$ cat config.mk
export PLATFORM = sky130hd
export DESIGN_NAME = dbg_reg_master
export DESIGN_NICKNAME = d
export VERILOG_FILES = /design/src/rtl/dbg_reg_master.sv
export SDC_FILE = /design/constraint.sdc
export NUM_CORES = 1
export LEC_CHECK = 0
export BUFFER_PORTS_ARGS = -buffer_cell sky130_fd_sc_hd__buf_2
export CORE_MARGIN = 2
export CORE_UTILIZATION = 44
export CTS_CLUSTER_DIAMETER = 150
export DETAILED_ROUTE_END_ITERATION = 16
export PLACE_DENSITY = 0.81
export SYNTH_ARGS = -nofsm -noshare
export SYNTH_HDL_FRONTEND = slang
export SYNTH_SLANG_ARGS = --single-unit
$ cat constraint.sdc
create_clock -name clk -period 1.9 [get_ports clk]
set_input_delay 0.475 -clock clk [delete_from_list [all_inputs] [get_ports clk]]
set_output_delay 0.475 -clock clk [all_outputs]
set_load 0.005 [all_outputs]
$ cat src/rtl/dbg_reg_master.sv
// Debug register master: turns status/read/write/control commands into core register
// accesses, gated by a halt request that must settle before GPRs may be touched.
module dbg_reg_master #(
    parameter int unsigned HALT_SETTLE_CYCLES = 4,
    parameter int unsigned RESET_PULSE_CYCLES = 2
) (
    input  logic        clk,
    input  logic        rst,
    input  logic        cmd_valid_i,
    output logic        cmd_ready_o,
    input  logic [1:0]  cmd_op_i,
    input  logic [4:0]  cmd_addr_i,
    input  logic [31:0] cmd_data_i,
    output logic        rsp_valid_o,
    input  logic        rsp_ready_i,
    output logic [31:0] rsp_data_o,
    output logic        rsp_err_o,
    output logic [4:0]  jtag_reg_addr_o,
    output logic [31:0] jtag_reg_data_o,
    output logic        jtag_reg_we_o,
    input  logic [31:0] jtag_reg_data_i,
    output logic        jtag_halt_flag_o,
    output logic        jtag_reset_flag_o
);

    typedef enum logic [2:0] {StIdle, StRead, StWrite, StRstp, StResp} state_e;

    localparam logic [7:0] SettleMax = 8'(HALT_SETTLE_CYCLES);
    localparam logic [7:0] PulseLast = 8'(RESET_PULSE_CYCLES - 1);

    localparam logic [1:0] OpStatus  = 2'b00;
    localparam logic [1:0] OpRead    = 2'b01;
    localparam logic [1:0] OpWrite   = 2'b10;
    localparam logic [1:0] OpControl = 2'b11;

    state_e      r_state;
    logic        r_halt;
    logic [7:0]  r_settle_cnt;
    logic [7:0]  r_pulse_cnt;
    logic        r_cmd_ready;
    logic        r_rsp_valid;
    logic [31:0] r_rsp_data;
    logic        r_rsp_err;
    logic [4:0]  r_reg_addr;
    logic [31:0] r_reg_data;
    logic        r_reg_we;
    logic        r_reset_flag;

    logic        w_accept;
    logic        w_halt_d;
    logic [7:0]  w_settle_cnt_d;
    logic        w_settled;
    logic        w_settled_d;
    logic [31:0] w_status;

    assign w_accept = cmd_valid_i & r_cmd_ready;
    assign w_halt_d = (w_accept && cmd_op_i == OpControl) ? cmd_data_i[0] : r_halt;

    // Counting begins on the edge after halt rises; any cycle with halt low clears it.
    always_comb begin
        w_settle_cnt_d = 8'd0;
        if (r_halt && w_halt_d) begin
            w_settle_cnt_d = (r_settle_cnt == SettleMax) ? r_settle_cnt : r_settle_cnt + 8'd1;
        end
    end

    assign w_settled   = r_halt && (r_settle_cnt == SettleMax);
    assign w_settled_d = w_halt_d && (w_settle_cnt_d == SettleMax);
    // Status reflects the values that become visible on the edge that enters RESP.
    assign w_status    = {30'b0, w_settled_d, w_halt_d};

    always_ff @(posedge clk or negedge rst) begin
        if (!rst) begin
            r_state      <= StIdle;
            r_halt       <= 1'b0;
            r_settle_cnt <= 8'd0;
            r_pulse_cnt  <= 8'd0;
            r_cmd_ready  <= 1'b0;
            r_rsp_valid  <= 1'b0;
            r_rsp_data   <= 32'd0;
            r_rsp_err    <= 1'b0;
            r_reg_addr   <= 5'd0;
            r_reg_data   <= 32'd0;
            r_reg_we     <= 1'b0;
            r_reset_flag <= 1'b0;
        end else begin
            r_halt       <= w_halt_d;
            r_settle_cnt <= w_settle_cnt_d;
            r_reg_we     <= 1'b0;
            r_reg_addr   <= 5'd0;
            r_reg_data   <= 32'd0;

            unique case (r_state)
                StIdle: begin
                    r_cmd_ready <= 1'b1;
                    if (w_accept) begin
                        r_cmd_ready <= 1'b0;
                        unique case (cmd_op_i)
                            OpRead, OpWrite: begin
                                if (!w_settled) begin
                                    r_rsp_data  <= 32'd0;
                                    r_rsp_err   <= 1'b1;
                                    r_rsp_valid <= 1'b1;
                                    r_state     <= StResp;
                                end else if (cmd_op_i == OpRead) begin
                                    r_reg_addr <= cmd_addr_i;
                                    r_state    <= StRead;
                                end else begin
                                    r_reg_addr <= cmd_addr_i;
                                    r_reg_data <= cmd_data_i;
                                    r_reg_we   <= 1'b1;
                                    r_state    <= StWrite;
                                end
                            end
                            OpControl: begin
                                if (cmd_data_i[1]) begin
                                    r_reset_flag <= 1'b1;
                                    r_pulse_cnt  <= PulseLast;
                                    r_state      <= StRstp;
                                end else begin
                                    r_rsp_data  <= w_status;
                                    r_rsp_err   <= 1'b0;
                                    r_rsp_valid <= 1'b1;
                                    r_state     <= StResp;
                                end
                            end
                            default: begin
                                r_rsp_data  <= w_status;
                                r_rsp_err   <= 1'b0;
                                r_rsp_valid <= 1'b1;
                                r_state     <= StResp;
                            end
                        endcase
                    end
                end
                StRead: begin
                    r_rsp_data  <= jtag_reg_data_i;
                    r_rsp_err   <= 1'b0;
                    r_rsp_valid <= 1'b1;
                    r_state     <= StResp;
                end
                StWrite: begin
                    r_rsp_data  <= 32'd0;
                    r_rsp_err   <= 1'b0;
                    r_rsp_valid <= 1'b1;
                    r_state     <= StResp;
                end
                StRstp: begin
                    if (r_pulse_cnt == 8'd0) begin
                        r_reset_flag <= 1'b0;
                        r_rsp_data   <= w_status;
                        r_rsp_err    <= 1'b0;
                        r_rsp_valid  <= 1'b1;
                        r_state      <= StResp;
                    end else begin
                        r_pulse_cnt <= r_pulse_cnt - 8'd1;
                    end
                end
                StResp: begin
                    if (rsp_ready_i) begin
                        r_rsp_valid <= 1'b0;
                        r_cmd_ready <= 1'b1;
                        r_state     <= StIdle;
                    end
                end
                default: begin
                    r_state <= StIdle;
                end
            endcase
        end
    end

    assign cmd_ready_o       = r_cmd_ready;
    assign rsp_valid_o       = r_rsp_valid;
    assign rsp_data_o        = r_rsp_data;
    assign rsp_err_o         = r_rsp_err;
    assign jtag_reg_addr_o   = r_reg_addr;
    assign jtag_reg_data_o   = r_reg_data;
    assign jtag_reg_we_o     = r_reg_we;
    assign jtag_halt_flag_o  = r_halt;
    assign jtag_reset_flag_o = r_reset_flag;

endmodule

# Yosys cells after proc, flatten, opt, wreduce, memory -nomap -nowiden
# Cells that the tools add are included.
# word_totals
output_inout_bits,75
in_bits,75
wordCells,107
ff_bits,94
# classes
n_bitwise,1
eq_ne,17
reduce_logical,20
addsub,2
mux,55
# op_table
op,count
two-way mux 32 bit,9
case mux 32 bit (4 select lines),1
case mux 32 bit (2 select lines),1
two-way mux 8 bit,6
two-way mux 5 bit,4
AND reduction 5 bit,4
two-way mux 1 bit,19
== test 8 x 3 -> 1 bit (second input constant),2
case mux 8 bit (2 select lines),1
two-way mux 3 bit,5
inequality test 2 bit (second input constant),6
case mux 3 bit (4 select lines),1
adder 8 x 1 -> 8 bit (second input constant),1
logical NOT 8 bit,1
case mux 1 bit (2 select lines),4
nonzero test 4 bit,2
subtractor 8 x 1 -> 8 bit (second input constant),1
== test 3 x 2 -> 1 bit (second input constant),2
inequality test 3 bit (second input constant),2
case mux 3 bit (2 select lines),1
AND reduction 6 bit,1
== test 2 bit (second input constant),2
logical AND 1 bit,4
case mux 1 bit (4 select lines),1
12 further kinds,14

# Depth between registers and ports, before layout
# Gate-level depths: netlist of the first run.
# depth
word_depth,11
ltp_mapped,8
mapped_depth_nobuf,7

# Worst setup path before layout of the first run
# OpenSTA, ideal clock, no wires.
# synth_timing
kind,reg2reg
from,register r_pulse_cnt[4]
to,register r_rsp_data[10] (netlist: rsp_data_o[10])
setup_ns,0.121
stages_incl_launch_ff,6
period_less_slack_ns,1.906
t_arrival_ns,1.785
path_buffers,1
required_time_ns,1.779
setup_slack_ns,-0.006
cell_sequence,dfrtp_1 > or4_4 > o311ai_4 > o211ai_4 > buf_6 > a22o_1
# synth_via
elab_chain_len,3
# synth_rtl
element,line,text
start: declaration,39,logic [7:0] r_pulse_cnt;
start signal: assignment,118,r_pulse_cnt <= PulseLast;
start signal: assignment,156,r_pulse_cnt <= r_pulse_cnt - 8'd1;
logical NOT 8 bit,149,if (r_pulse_cnt == 8'd0) begin
inequality test 2 bit (no line),-,
AND reduction 5 bit (no line),-,
end signal: assignment,128,r_rsp_data <= w_status;
end signal: assignment,137,r_rsp_data <= jtag_reg_data_i;
end signal: assignment,151,r_rsp_data <= w_status;
end: declaration,42,logic [31:0] r_rsp_data;
# No other way between the ends.
# A chain may end at the register's enable or synchronous reset.

# Worst setup path in the final report of the first run
# layout_timing
from,register r_pulse_cnt[4]
to,register r_rsp_data[31] (netlist: rsp_data_o[31])
# Same word-level chain as after synthesis.

==> results of run 1 <==
## final cells by class
type / count / share of cell area, %
flip-flops and latches: 94 / 45.4
multi-input cells: 199 / 27.8
well taps: 108 / 2.61
clock buffers: 9 / 2.39
repair buffers: 177 / 19.9
inverters: 9 / 0.652
clock inverters: 7 / 1.21
## worst max-delay path, stage by stage (launching register included)
cell	delay (ns)
dfrtp_1	0.39
or4_4	0.58
o311ai_4	0.28
o211ai_4	0.15
buf_12	0.19
a22o_1	0.19
## per-layer routing
| layer | track usage, % | up-vias | part of all wire (%) |
|---|---|---|---|
| li1 | - | 1482 | - |
| met1 | 24.4 | 1548 | 42 |
| met2 | 32.7 | 129 | 49 |
| met3 | 5.25 | 17 | 6.9 |
| met4 | 7.69 | 0 | 1.9 |
| met5 | 0 | - | 0 |
## path summary, 6_finish.rpt
kind	start	cells past startpoint	to	slack (ns)
hold reg to reg	rsp_data_o[5]$_DFFE_PN0P_	1	rsp_data_o[5]$_DFFE_PN0P_	0.50
setup reg to reg	r_pulse_cnt[4]$_DFFE_PN0P_	5	rsp_data_o[31]$_DFFE_PN0P_	0.01
setup / recovery	r_pulse_cnt[4]$_DFFE_PN0P_	5	rsp_data_o[31]$_DFFE_PN0P_	0.01
min in group clk	cmd_addr_i[2]	2	jtag_reg_addr_o[2]$_DFF_PN0_	0.32
max in group asynchronous	rst	2	jtag_reg_data_o[29]$_DFF_PN0_	1.33
hold / removal	rst	1	r_state[0]$_DFFE_PN0P_	0.05
## cell usage after synthesis, types with 2 or more instances
cell,instances
dfrtp_1,94
and3_1,35
a22o_1,30
nor2_1,24
nand2_1,16
a21oi_1,9
and2_1,9
clkbuf_1,9
inv_1,9
nand3_1,8
ha_1,7
xor2_1,7
o21ai_0,6
xnor2_1,6
nand2b_1,4
buf_6,3
nor3_1,3
o31ai_1,3
a31oi_1,2
and3b_1,2
clkbuf_2,2
nor3b_1,2
nor4_1,2
o21ai_1,2
or2_2,2
or3_1,2
## sequential cells by signal, summed over array words and instances (netlist names)
name               flops
cmd_ready_o            1
jtag_halt_flag_o       1
jtag_reg_addr_o        5
jtag_reg_data_o       32
jtag_reg_we_o          1
jtag_reset_flag_o      1
r_pulse_cnt            8
r_settle_cnt           8
r_state                3
rsp_data_o            32
rsp_err_o              1
rsp_valid_o            1
## cells by family (layout without fill, tap and decap cells)
group                      after synthesis  count (layout)  synth area share [%]
and+or+nand+nor                        114             114                  16.2
xor gates and xnor gates                13              13                  2.98
DFF                                     94              94                  61.5
adders and majority gates                7               7                  2.29
AOI/OAI and AO/OA                       64              64                  13.5
buffers and inverters                   25             202                  3.24
muxes                                    1               1                 0.262
## per-stage QoR
step	cell area (um^2)	setup WS (ns)	hold WS (ns)	total power [mW]
2_1_floorplan	3820	0.00369	0.179	2.06
3_3_place_gp	4870	0.0321	0.443	2.19
3_5_place_dp	4870	-0.106	0.446	2.20
4_1_cts	5080	0.00716	0.0536	3.46
5_1_grt	5180	-0.0876	0.0720	3.57
6_report	5180	0.0129	0.0545	3.42
## power groups by stage
stage	clock network (mW)	logic, mW	registers [mW]
after detailed placement	0	0.158	2.04
after CTS	1.30	0.159	2.00
after global placement	0	0.152	2.04
final	1.27	0.159	2.00
after floorplan	0	0.0194	2.04
after global routing	1.40	0.179	2.00
## timing repair
action / 4_1_cts / 5_1_grt
hold endpoints to repair: 0 / 0
gates cloned: 0 / 1
gates resized for setup: 4 / 16
pin swaps: 1 / 10
setup buffers: 0 / 1
setup endpoints to repair: 33 / 74
hold buffers: 0 / 0
==> flow_summary.toml, run 1 <==
[status]
status = "finished, final reports clean"

[die]
io_pins = 150
core_area_um2 = 8590
dieArea_um2 = 9450
start_util_pct = 44.5
rows = 34
die_w_um = 97.2
die_h_um = 97.2

[sta]
fin_skew_ns = 0.0170
slew_violations = 0
tns_ns = 0
setup_violations = 0
fmax_mhz = 530
min_period_ns = 1.89
period_share_pct = 99.3
rsz0062_at_grt = "true"
hold_viol_final = 0
maxSlewHeadroom_pct = 71.3
worstMarginPinSlew_ns = 0.430

[clock_tree]
clkSlewWorstSetupHoldPaths_ns = 0.10
clock_path_buffers = 2
cts_root_buf = "clkbuf_8"
clock-sinks = 94
cts_tree = "done"
clk_latency_ns = 0.36
h-tree-depth = 3
numCtsBuffers = 9

[logic_synthesis]
avgSynthCellArea_um2 = 12.0
synth_edf_count = 0
async_flop_share_pct = 100
synth_cells = 318
synth_flop_cell = "dfrtp_1"
synth_area_leaders = "dfrtp_1, a22o_1, and3_1"
synth_nets = 400
yosysTopAreaCell = "dfrtp_1"
yosysTopAreaCellShare_pct = 61.5
synth.ff_latch_count = 94
synth_seq_area_share_pct = 61.5
yosys_warnings = 0
synth.distinct_cells = 46
syn_area_um2 = 3820

[power_and_ir_drop]
p_sw_share_pct = 24.6
seqPwrFrac_pct = 58.4
power_frac_clock_pct = 37.0
power_frac_comb_pct = 4.6
p_leak_nw = 2.90
power.density_nw_per_um2 = 661
peakVddDrop_uv = 482
internal_power_mw = 2.58
p_switching_mw = 0.843

[worst_setup_path]
critical_path.max_fanout = 32
critPathCaptureType = "register"
critPathRequiredTime_ns = 2.14
path_class = "reg2reg"
cp_data_arrival_time_ns = 2.13
cp-start-kind = "register"

[finish]
fill_cells = 708
antennaDiodeCount = 0
drive_gt1_share_pct = 43.0
fin_cells = 603
mostFrequentLayoutCell = "buf_2"
multi_input_area_um2 = 1440
seq_area_um2 = 2350
area_growth_pct = 35.4
layout_common_cells = "buf_2, dfrtp_1, and3_1"
fin_util_pct = 60.3
final_nets = 572

[flow_run]
drv_cap = 0

[global_routing]
grt_pass1_wl_um = 15000
grt_pass1_vias = 3256
antenna_found_initial = 0
grt_util_all_layers_pct = 19.6
grt_remaining_overflow = 0
grt_max_degree = 39

[drt]
drt_first_pass_iters = 4
totalWireLength_um = 9290
drc_errors = 0
wire_per_inst_um = 15.4
vias_per_cell = 5.27
routed-via-count = 3176
drt_iter0_markers = 71
ant_nets = 0

[worst_hold_path]
hp-class = "in2async"

[place]
numPortBuffers = 149
gp_congestion = 0.862
dp_cells = 585
hpwlAfterDp_um = 6700
No activity file was read; power rests on OpenSTA's default activity.
==> run 2, diff against run 1 <==
Settings changed: RECOVER_POWER set to 25.
==> run 2 against run 1 <==
Effect of this change:
- critical path type unchanged
- register-to-register slack hardly changed
- sequential share of layout area up 0.29 points
- final area decreased by 0.63%
- power about the same
- largest power group unchanged
- largest cell class unchanged
- clock skew hardly changed
- via count decreased by 0.57%
- die area unchanged
- global-route usage unchanged
==> flow_summary.toml, run 2 (synthesis gave the netlist of run 1 again) <==
[global_routing]
grt_remaining_overflow = 0
grt_pass1_vias = 3256
grt_pass1_wl_um = 15000
antenna_found_initial = 0
top_usage_layer = "met2"
grt_util_all_layers_pct = 19.6
grt_max_degree = 39
gr-usage-met2_pct = 32.7
grt_use_met3_pct = 5.25
met1_usage_pct = 24.4

[drt]
vias_per_cell = 5.24
drt_iter0_markers = 83
drt_first_pass_iters = 4
drc_errors = 0
routed-via-count = 3158
totalWireLength_um = 9290
wire_per_inst_um = 15.4
ant_nets = 0

[clock_tree]
clkSlewWorstSetupHoldPaths_ns = 0.10
clk_latency_ns = 0.36
clock_path_buffers = 2
numCtsBuffers = 9
cts_tree = "done"
cts_root_buf = "clkbuf_8"
h-tree-depth = 3
clock-sinks = 94
hold_buffers = 0

[sta]
setup_violations = 0
worstMarginPinSlew_ns = 0.835
fmax_mhz = 529
min_period_ns = 1.89
holdWs_ns = 0.177
maxSlewHeadroom_pct = 44.3
rsz0062_at_grt = "true"
period_share_pct = 99.4
hold_viol_final = 0
slew_violations = 0
fin_skew_ns = 0.0171

[place]
placed_area_um2 = 4870
gp_congestion = 0.862
hpwlAfterDp_um = 6700
numPortBuffers = 149

[worst_setup_path]
reg2reg_to = "rsp_data_o[31]$_DFFE_PN0P_"
timing.rr.start = "r_pulse_cnt[4]$_DFFE_PN0P_"
r2r_setup_slack_ns = 0.01
critical_path.max_fanout = 32
cp-start-kind = "register"
critPathRequiredTime_ns = 2.14
cp_data_arrival_time_ns = 2.13
r2r_cells = 5
path_class = "reg2reg"
critPathCaptureType = "register"

[die]
dieArea_um2 = 9450
core_area_um2 = 8590
die_h_um = 97.2
io_pins = 150
start_util_pct = 44.5
rows = 34
die_w_um = 97.2

[worst_hold_path]
hp-class = "in2async"

[power_and_ir_drop]
power.density_nw_per_um2 = 665
p_leak_nw = 2.89
peakVddDrop_uv = 482

[finish]
final_nets = 572
area_growth_pct = 34.5
drive_gt1_share_pct = 43.0
fin_area_um2 = 5150
antennaDiodeCount = 0
fin_util_pct = 59.9
mostFrequentLayoutCell = "buf_2"
fill_cells = 710
layout_common_cells = "buf_2, dfrtp_1, and3_1"

[status]
status = "finished, final reports clean"

[flow_run]
drv_cap = 0
## run 2: timing repair
| item | CTS | global route |
|---|---|---|
| resized for setup | 4 | 16 |
| cloned | 0 | 1 |
| setup buffers | 0 | 1 |
| pin swaps | 1 | 10 |
| endpoints found under the setup margin | 33 | 74 |
## run 2: worst max-delay path by stage
| stage | cells past startpoint | endpoint | slack (ns) | startpoint |
|---|---|---|---|---|
| 2_1_floorplan | 5 | rsp_data_o[10]$_DFFE_PN0P_ | 0.004 | r_pulse_cnt[4]$_DFFE_PN0P_ |
| 3_3_place_gp | 5 | rsp_data_o[14]$_DFFE_PN0P_ | 0.03 | r_pulse_cnt[4]$_DFFE_PN0P_ |
| 3_5_place_dp | 7 | r_state[2]$_DFFE_PN0P_ | -0.11 | r_settle_cnt[1]$_DFF_PN0_ |
| 4_1_cts | 5 | r_pulse_cnt[7]$_DFFE_PN0P_ | 0.007 | r_pulse_cnt[4]$_DFFE_PN0P_ |
| 5_1_grt | 6 | rsp_data_o[1]$_DFFE_PN0P_ | -0.09 | r_settle_cnt[1]$_DFF_PN0_ |
| 6_report | 5 | rsp_data_o[31]$_DFFE_PN0P_ | 0.01 | r_pulse_cnt[4]$_DFFE_PN0P_ |
## run 2: metrics by stage
step	setup slack, ns	instances	total power [mW]	setup TNS, ns
final	0.0111	603	3.42	0
after global routing	-0.0876	603	3.57	-0.335
after CTS	0.00716	601	3.46	0
after detailed placement	-0.106	585	2.20	-0.308
after global placement	0.0321	585	2.19	0
after floorplan	0.00369	318	2.06	0
## run 2: area by class of cell
| cell class | count | area, um^2 | area share, % |
|---|---|---|---|
| clock buffers | 9 | 124 | 2.41 |
| clock inverters | 7 | 62.6 | 1.22 |
| inverters | 9 | 33.8 | 0.656 |
| multi-input cells | 199 | 1440 | 28.0 |
| flip-flops and latches | 94 | 2350 | 45.7 |
| well taps | 108 | 135 | 2.63 |
| repair buffers | 177 | 997 | 19.4 |
## run 2: critical path, cell delays in order (launching register included)
cell and delay [ns]:
dfrtp_1 0.39, or4_4 0.58, o311ai_4 0.28, o211ai_4 0.15, buf_12 0.19, a22o_1 0.19
## run 2: where the power goes
part / switching [mW] / internal [mW]
registers: 0 / 2.00
clock network: 0.764 / 0.509
logic: 0.0836 / 0.0664
total: 0.847 / 2.57
## run 2: routing by layer
layer	vias up	part of all wire (%)
met5	-	0
met4	0	1.9
met3	17	6.7
met2	122	50
met1	1539	42
li1	1480	-
